<file path="config.mk">
export PLATFORM = sky130hd
export DESIGN_NAME = ready_flop
export DESIGN_NICKNAME = d
export VERILOG_FILES = /design/src/rtl/ready_flop_pkg.sv /design/src/rtl/ready_flop.sv
export SDC_FILE = /design/constraint.sdc
export NUM_CORES = 1
export LEC_CHECK = 0
export BUFFER_PORTS_ARGS = -buffer_cell sky130_fd_sc_hd__buf_2
export CORE_AREA = 4 4 41 43
export DETAILED_ROUTE_END_ITERATION = 7
export DIE_AREA = 0 0 45 47
export GPL_TIMING_DRIVEN = 0
export SLEW_MARGIN = 25
export SYNTH_ARGS = -nofsm -noshare
export SYNTH_HDL_FRONTEND = slang
export SYNTH_SLANG_ARGS = --single-unit
</file>
<file path="constraint.sdc">
create_clock -name clk -period 2.8 [get_ports clk]
set_clock_uncertainty 0.2 [all_clocks]
set_input_delay 0.56 -clock clk [delete_from_list [all_inputs] [get_ports clk]]
set_output_delay 0.56 -clock clk [all_outputs]
set_load 0.1 [all_outputs]
</file>
<file path="src/rtl/ready_flop_pkg.sv">
// Shared handshake definitions for the valid/ready register slices.
// Holds the state encoding and the default data width.
package ready_flop_pkg;

  localparam int DEFAULT_DATA_W = 4;

  typedef enum logic [1:0] {
    ST_INIT  = 2'd0,
    ST_EMPTY = 2'd1,
    ST_FULL  = 2'd2
  } state_t;

endpackage

</file>
<file path="src/rtl/ready_flop.sv">
// Ready-path register slice: forward data passes through when the skid buffer is empty,
// stalled beats are held in a one-entry skid buffer, and ready_up comes straight from a flop.
module ready_flop
  import ready_flop_pkg::*;
#(
  parameter int DATA_W = DEFAULT_DATA_W
) (
  input  logic              clk,
  input  logic              rst,
  input  logic              valid_up,
  input  logic [DATA_W-1:0] data_up,
  input  logic              ready_down,
  output logic              ready_up,
  output logic              valid_down,
  output logic [DATA_W-1:0] data_down,
  output logic              skid_full
);

  state_t            state_p1;
  state_t            state_nxt;
  logic [DATA_W-1:0] skid_data_p1;
  logic              ready_up_p1;
  logic              capture;

  always_comb begin
    state_nxt  = state_p1;
    valid_down = 1'b0;
    data_down  = skid_data_p1;
    skid_full  = 1'b0;
    capture    = 1'b0;
    case (state_p1)
      ST_INIT: begin
        state_nxt = ST_EMPTY;
      end
      ST_EMPTY: begin
        valid_down = valid_up;
        data_down  = data_up;
        if (valid_up && !ready_down) begin
          capture   = 1'b1;
          state_nxt = ST_FULL;
        end
      end
      ST_FULL: begin
        valid_down = 1'b1;
        skid_full  = 1'b1;
        if (ready_down) begin
          state_nxt = ST_EMPTY;
        end
      end
      default: begin
        state_nxt = ST_INIT;
      end
    endcase
  end

  // Stage p1: state, skid buffer and a registered copy of "next state is EMPTY"
  always_ff @(posedge clk) begin
    if (!rst) begin
      state_p1     <= ST_INIT;
      skid_data_p1 <= '0;
      ready_up_p1  <= 1'b0;
    end else begin
      state_p1    <= state_nxt;
      ready_up_p1 <= (state_nxt == ST_EMPTY);
      if (capture) begin
        skid_data_p1 <= data_up;
      end
    end
  end

  assign ready_up = ready_up_p1;

endmodule

</file>
### Word level (Yosys, flattened, before mapping)

Cells that the tools add are included.

| operators by class | value |
|---|---|
| add/subtract/negate cells | 0 |
| multipliers | 0 |
| div/mod/pow operators | 0 |
| $lt $le $gt $ge | 0 |
| eq/ne operators | 3 |
| shifts and indexed selects | 0 |
| mux-type cells | 8 |
| bitwise operators | 0 |
| reduce and logical (&&, ||, !) cells | 3 |

Operator list:

| cell | number |
|---|---|
| 2-bit one-hot mux with 3 select lines | 1 |
| 2-bit by 1-bit equality test with 1-bit output (second input constant) | 2 |
| 2-bit 2-to-1 mux | 2 |
| 4-bit 2-to-1 mux | 1 |
| 1-bit 2-to-1 mux | 3 |
| 2-bit equality test (second input constant) | 1 |
| 2-bit zero test | 1 |
| 1-bit one-hot mux with 2 select lines | 1 |
| 1-bit logical AND | 1 |
| 1-bit zero test | 1 |

| storage, ports and cells | value |
|---|---|
| flip-flop bits (word level) | 7 |
| latch bits | 0 |
| memory bits (writable) | 0 |
| bits in read-only memories | 0 |
| output and inout bits | 7 |
| memories | 0 |

### Depth between registers and ports, before layout

Gate-level depths: netlist of the first run.

| depth | value |
|---|---|
| word-level depth | 5 |
| depth in mapped cells | 6 |
| mapped depth without buffers | 5 |

### Worst setup path after synthesis of the first run

Ideal clock, no wire load.

| timing path | value |
|---|---|
| kind | reg-to-output |
| start | register state_p1[0] |
| end | output port valid_down |
| data arrival time | 2.696 ns |
| required time | 2.040 ns |
| path slack | -0.656 ns |
| cell stages (with the launch flop) | 5 |
| buffers on the path | 0 |
| path through | dfxtp_1 -> inv_1 -> ha_1 -> a21oi_1 -> nor2b_1 |

| between the ends | value |
|---|---|
| word-level cells in the longest chain between the ends | 2 |
| elaborated cells on any way between the ends | 3 |
| those cells by class | eq/ne: 2; mux: 1 |

Ends and longest elaborated chain:

| item | RTL line | text |
|---|---|---|
| start: declaration | ready_flop.sv:19 | `state_t state_p1;` |
| start signal: assignment | ready_flop.sv:63 | `state_p1 <= state_nxt;` |
| 2-bit equality test or 2-bit by 1-bit equality test with 1-bit output (tied branches) | ready_flop.sv:31 | `case (state_p1)` |
| 1-bit one-hot mux with 2 select lines (*) | ready_flop.sv:31 |  |
| end: declaration | ready_flop.sv:14 | `output logic valid_down,` |

Mark *: on every way between the ends. The rest lies on a longest branch, timed or not.

### Final worst setup path of the first run

| timing path | value |
|---|---|
| start | register state_p1[1] |
| end | output port data_down[0] |

| between the ends | value |
|---|---|
| word-level cells in the longest chain between the ends | 2 |

Ends and longest elaborated chain:

| item | RTL line | text |
|---|---|---|
| 2-bit by 1-bit equality test with 1-bit output | ready_flop.sv:31 |  |
| 4-bit 2-to-1 mux | ready_flop.sv:31 |  |
| end: declaration | ready_flop.sv:15 | `output logic [DATA_W-1:0] data_down,` |

Every way passes these cells.

==> results of run 1 <==
==> sequential cells by signal (all words and copies together), names as in the netlist <==
register / count
state_p1: 2
ready_up: 1
skid_data_p1: 4
==> path summary, 6_finish.rpt <==
kind                            cells past startpoint                      endpoint                    startpoint
worst max register to register                      6  skid_data_p1[0]$_SDFFE_PN0P_        state_p1[1]$_SDFF_PN0_
worst max-delay path                                5                  data_down[0]        state_p1[1]$_SDFF_PN0_
worst min register to register                      2  skid_data_p1[3]$_SDFFE_PN0P_  skid_data_p1[3]$_SDFFE_PN0P_
worst min-delay path                                2  skid_data_p1[3]$_SDFFE_PN0P_  skid_data_p1[3]$_SDFFE_PN0P_
==> metrics by stage <==
| step | power, mW | hold WS (ps) | area (um^2) | cells |
|---|---|---|---|---|
| 3_5_place_dp | 0.2604 | 307.8 | 505.5 | 69 |
| 6_report | 0.3495 | 316.6 | 533.0 | 73 |
| 3_3_place_gp | 0.2596 | 293.0 | 505.5 | 69 |
| 2_1_floorplan | 0.2376 | 281.6 | 416.7 | 40 |
| 4_1_cts | 0.3542 | 319.6 | 533.0 | 73 |
| 5_1_grt | 0.3701 | 342.0 | 533.0 | 73 |
==> worst max-delay path: cells and delay by family (launching register included) <==
kind                     cells  cell delay [ps]
multiplexers                 1              210
flip-flops                   1              400
buffers and inverters        3              640
adder cells (fa/ha/maj)      1              190
==> kinds of logic (layout without fill, tap and decap cells) <==
kind of cell               after synthesis  count (layout)
AOI/OAI and AO/OA                        5               5
DFF                                      7               7
adders and majority gates                4               4
buffers and inverters                    3              21
muxes                                    8               8
and+or+nand+nor                         13              13
==> layer usage <==
layer / wire length [um] / track usage, %
met3: 51 / 4.598
met1: 352 / 8.945
met2: 330 / 11.02
met4: 0 / 3.509
met5: 0 / 0
==> Yosys cell counts <==
cell type,instances,area [um^2]
dfxtp_1,7,140.1
nor2b_1,6,37.54
ha_1,4,50.05
mux2_2,4,45.04
mux2i_1,4,40.04
a211oi_1,2,15.01
a21oi_1,2,10.01
inv_1,2,7.510
nand2b_1,2,12.51
nand3b_1,2,15.01
buf_6,1,11.26
nor2_1,1,3.750
nor4bb_1,1,10.01
o21ai_0,1,5.000
or2_0,1,6.260
==> final cells by class <==
type,count,area (um^2),share of cell area [%]
multi-input cells,30,257.7,48.36
flip-flops and latches,7,140.1,26.29
repair buffers,14,70.07,13.15
clock buffers,3,22.52,4.225
well taps,15,18.77,3.521
plain buffers,1,11.26,2.113
inverters,2,7.507,1.408
clock inverters,1,5.005,0.9390
==> layout by cell type (no fill, tap or decap) <==
cell       n
ha_1       4
a211oi_1   2
nor2b_1    5
inv_1      2
nor2b_4    1
nor2_1     1
buf_6      1
clkinv_2   1
nand2b_1   2
mux2i_1    4
nand3b_1   2
or2_0      1
buf_2     14
mux2_2     4
nor4bb_1   1
o21ai_0    1
dfxtp_1    7
a21oi_1    2
clkbuf_4   3
==> power groups by stage <==
| stage | Sequential, mW | Combinational [mW] | Clock (mW) |
|---|---|---|---|
| 6_report | 0.112 | 0.145 | 0.0921 |
| 5_1_grt | 0.113 | 0.152 | 0.105 |
| 4_1_cts | 0.112 | 0.146 | 0.0958 |
| 3_5_place_dp | 0.114 | 0.146 | 0 |
| 3_3_place_gp | 0.114 | 0.145 | 0 |
| 2_1_floorplan | 0.130 | 0.107 | 0 |
==> flow_summary.json, run 1 <==
{
  "status": "finished, final reports clean",
  "place_ws_ps": 610.3,
  "setup.worst_path.class": "flip-flop to output pin",
  "yosys.area_share.simple_pct": 20.80,
  "drtIter0Drc": 0,
  "drc_errors": 0,
  "crit_path_end_kind": "output pin",
  "synth_top_family_by_area": "simple AND/OR/NAND/NOR gates",
  "ff2ff_setup_slack_ps": 1180,
  "internal_power_mw": 0.1976,
  "hold_buffers": 0,
  "ys_seq_area_share_pct": 34.25,
  "root_buffer": "clkbuf_4",
  "holdCritPathClass": "flip-flop to flip-flop",
  "synth_compound_area_share_pct": 7.339,
  "cp.required_ps": 2040,
  "ys_seq_elements": 7,
  "viasPerCell": 4.411,
  "crit_chain": "inv_1 > ha_1 > buf_6 > mux2_2 > buf_2",
  "io_buffers": 14,
  "setup_viol": 0,
  "switching_share_pct": 43.47,
  "coreArea_um2": 1301,
  "die_area_um2": 2115,
  "drt-total-wl_um": 734,
  "grt_pass1_vias": 284,
  "finalCritPeriodShare_pct": 87.60,
  "cts.path.max_buffers": 2,
  "worst_slack_ps": 347.3,
  "nFillCells": 146,
  "clockPowerShare_pct": 26.4,
  "power_density_nw_per_um2": 655.7,
  "crit_path_start_kind": "flip-flop",
  "start_util_pct": 31.44,
  "cts_tree": "built",
  "clock_latency_ps": 250,
  "syn_area_um2": 409.1,
  "final_nets": 71,
  "slowest_stage": "buf_2",
  "max_freq_mhz": 407.7,
  "drive_gt1_share_pct": 41.38,
  "worstPathArrival_ps": 1690,
  "cts_resized": 0,
  "grt_pass1_wl_um": 1138,
  "place_congestion": 0.7466,
  "comb_power_share_pct": 41.5,
  "wl_per_cell_um": 10.05,
  "htree_levels": 1,
  "net-switching-power_mw": 0.1519,
  "ant_nets": 0,
  "synthXorXnorAreaFrac_pct": 0,
  "syn_to_final_growth_pct": 30.28,
  "grt_usage_pct": 7.607,
  "path_clk_slew_ps": 60,
  "ir_drop_v": 0.0002654,
  "cap_violations": 0,
  "synthAdderAreaFrac_pct": 12.23,
  "overflow": 0,
  "antenna_found_initial": 0,
  "max_stage_delay_ps": 420,
  "synthMuxAreaShare_pct": 20.80,
  "die_h_um": 47,
  "hold_viol": 0,
  "critical_path.max_fanout": 8,
  "period_needed_ps": 2453,
  "worstMarginPinSlew_ps": 489.4,
  "maxSlewHeadroom_pct": 67.60,
  "vias": 322,
  "std_cell_rows": 13,
  "cts_setup_buffers": 0,
  "fp.dieW_um": 45,
  "ys_warn_count": 0,
  "tns_ps": 0,
  "boundaryPins": 15,
  "clock-sinks": 7,
  "final_core_util_pct": 40.96,
  "slew_violations": 0,
  "postSynthCellCount": 40,
  "dr.pass1.iters": 1,
  "rsz0062_at_grt": "no",
  "syn_area_per_cell_um2": 10.23,
  "p_leak_nw": 0.2719,
  "synthDistinctLibCells": 15,
  "grt_max_degree": 9,
  "antenna_cells": 0,
  "seqPwrFrac_pct": 32.1,
  "numCtsBuffers": 3,
  "synthesis.nets": 52
}
(Power assumes the default switching activity.)
==> run 2, diff against run 1 <==
--- a/config.mk
+++ b/config.mk
@@ -5,10 +5,10 @@
 export SDC_FILE = /design/constraint.sdc
 export NUM_CORES = 1
 export LEC_CHECK = 0
-export BUFFER_PORTS_ARGS = -buffer_cell sky130_fd_sc_hd__buf_2
 export CORE_AREA = 4 4 41 43
 export DETAILED_ROUTE_END_ITERATION = 7
 export DIE_AREA = 0 0 45 47
+export DONT_BUFFER_PORTS = 1
 export GPL_TIMING_DRIVEN = 0
 export SLEW_MARGIN = 25
 export SYNTH_ARGS = -nofsm -noshare
==> constraint.sdc (replaced) <==
create_clock -name clk -period 2.8 [get_ports clk]
set_clock_uncertainty 0.2 [all_clocks]
set_input_delay 0.84 -clock clk [delete_from_list [all_inputs] [get_ports clk]]
set_output_delay 0.84 -clock clk [all_outputs]
set_load 0.1 [all_outputs]
==> flow_summary.json, run 2 (synthesized netlist as in run 1, its figures left out) <==
{
  "status": "finished, final reports clean",
  "place_congestion": 0.7740,
  "cp.required_ps": 1760,
  "root_buffer": "clkbuf_4",
  "io_buffers": 0,
  "boundaryPins": 15,
  "seqPwrFrac_pct": 38.4,
  "p_leak_nw": 0.2059,
  "clock_latency_ps": 250,
  "die_area_um2": 2115,
  "worstMarginPinSlew_ps": 937.0,
  "die_h_um": 47,
  "std_cell_rows": 13,
  "vias": 292,
  "finalInstanceArea_um2": 478.0,
  "final_nets": 57,
  "tns_ps": 0,
  "max_stage_delay_ps": 510,
  "dr.pass1.iters": 4,
  "hpwl_um": 579.1,
  "crit_path_end_kind": "output pin",
  "htree_levels": 1,
  "grt_pass1_wl_um": 1152,
  "hold_viol": 0,
  "finalCritPeriodShare_pct": 97.23,
  "antenna_found_initial": 0,
  "maxSlewHeadroom_pct": 37.45,
  "cts.path.max_buffers": 2,
  "placed_area_um2": 437.9,
  "rsz0062_at_grt": "no",
  "ff2ff_setup_slack_ps": 1100,
  "start_util_pct": 31.44,
  "fin_total_pwr_mw": 0.3402,
  "coreArea_um2": 1301,
  "power_density_nw_per_um2": 711.8,
  "crit_path_start_kind": "flip-flop",
  "viasPerCell": 4.949,
  "multiInputGateArea_um2": 274.0,
  "wl_per_cell_um": 12.64,
  "numCtsBuffers": 3,
  "holdCritPathClass": "flip-flop to flip-flop",
  "largest_reg_flops": 4,
  "grt_usage_pct": 8.544,
  "nFillCells": 140,
  "critical_path.max_fanout": 5,
  "critical_path.top_delay_family": "simple AND/OR/NAND/NOR gates",
  "switching_share_pct": 43.57,
  "grt_pass1_vias": 289,
  "internal_power_mw": 0.1920,
  "overflow": 0,
  "crit_chain": "inv_2 > ha_4 > a21oi_2 > nor2b_4",
  "setup_viol": 0,
  "slew_violations": 0,
  "hold_buffers": 0,
  "drtIter0Drc": 1,
  "path_buf_inv": 1,
  "ir_drop_v": 0.0002354,
  "clock-sinks": 7,
  "worstPathArrival_ps": 1680,
  "ant_nets": 0,
  "final_common_cell": "dfxtp_1",
  "syn_to_final_growth_pct": 16.82,
  "cts_tree": "built",
  "cts_setup_buffers": 0,
  "max_freq_mhz": 367.3,
  "net-switching-power_mw": 0.1482,
  "period_needed_ps": 2722,
  "final_cell_mix": "7 x dfxtp_1, 5 x nor2b_1, 4 x mux2_2, 4 x mux2i_1",
  "comb_power_share_pct": 34.1,
  "slowest_stage": "nor2b_4",
  "setup.worst_path.class": "flip-flop to output pin",
  "fp.dieW_um": 45,
  "regMostFlops": "skid_data_p1",
  "path_clk_slew_ps": 50,
  "clockPowerShare_pct": 27.5,
  "seqCellArea_um2": 140.1,
  "cap_violations": 0,
  "grt_max_degree": 9,
  "drt-total-wl_um": 746,
  "antenna_cells": 0,
  "drive_gt1_share_pct": 27.27,
  "drc_errors": 0
}
==> run 2: metrics by stage <==
stage	hold WS, ps	instances	util (%)	setup slack (ps)
after CTS	323.2	59	36.44	14.54
after floorplan	281.6	40	-	140.9
after global placement	298.3	55	33.65	63.83
final	313.5	59	36.73	77.68
after global routing	366.6	59	36.73	18.37
after detailed placement	309.5	55	33.65	42.34
==> run 2: power by group through the flow <==
stage	logic, mW	clock network (mW)	registers (mW)
after global routing	0.122	0.102	0.132
after global placement	0.114	0	0.132
after detailed placement	0.114	0	0.133
final	0.116	0.0935	0.131
after CTS	0.116	0.0977	0.131
after floorplan	0.107	0	0.130
==> run 2: worst reg2reg max path, cell delays in order (launching register included) <==
cell      delay, ps
dfxtp_1         430
inv_2            90
ha_4            280
nand2b_1        190
a211oi_1        300
nor4bb_1         90
==> run 2: path summary, 6_finish.rpt <==
check	start	to	depth (start not counted)
max	state_p1[0]$_SDFF_PN0_	valid_down	4
max reg2reg	state_p1[0]$_SDFF_PN0_	ready_up$_SDFF_PN0_	5
min	skid_data_p1[2]$_SDFFE_PN0P_	skid_data_p1[2]$_SDFFE_PN0P_	2
min reg2reg	skid_data_p1[2]$_SDFFE_PN0P_	skid_data_p1[2]$_SDFFE_PN0P_	2
==> run 2: final cells by class <==
class / count / area share [%]
buffer: 1 / 2.356
inverter: 2 / 1.571
multi-input combinational: 30 / 57.33
clock buffer: 4 / 5.497
tap: 15 / 3.927
sequential: 7 / 29.32
==> run 2: what timing repair did <==
| item | in CTS | in global routing |
|---|---|---|
| gates cloned | 0 | 0 |
| pin swaps | 0 | 0 |
| gates resized for setup | 2 | 1 |
| setup endpoints to repair | 1 | 1 |
==> run 2: metal layers <==
layer | up-vias | wire [um] | GRT usage, % | part of all wire, %
li1 | 149 | - | - | -
met1 | 126 | 297 | 7.991 | 40
met2 | 13 | 321 | 12.71 | 43
met3 | 4 | 105 | 6.130 | 14
met4 | 0 | 21 | 7.018 | 2.8
met5 | - | 0 | 0 | 0
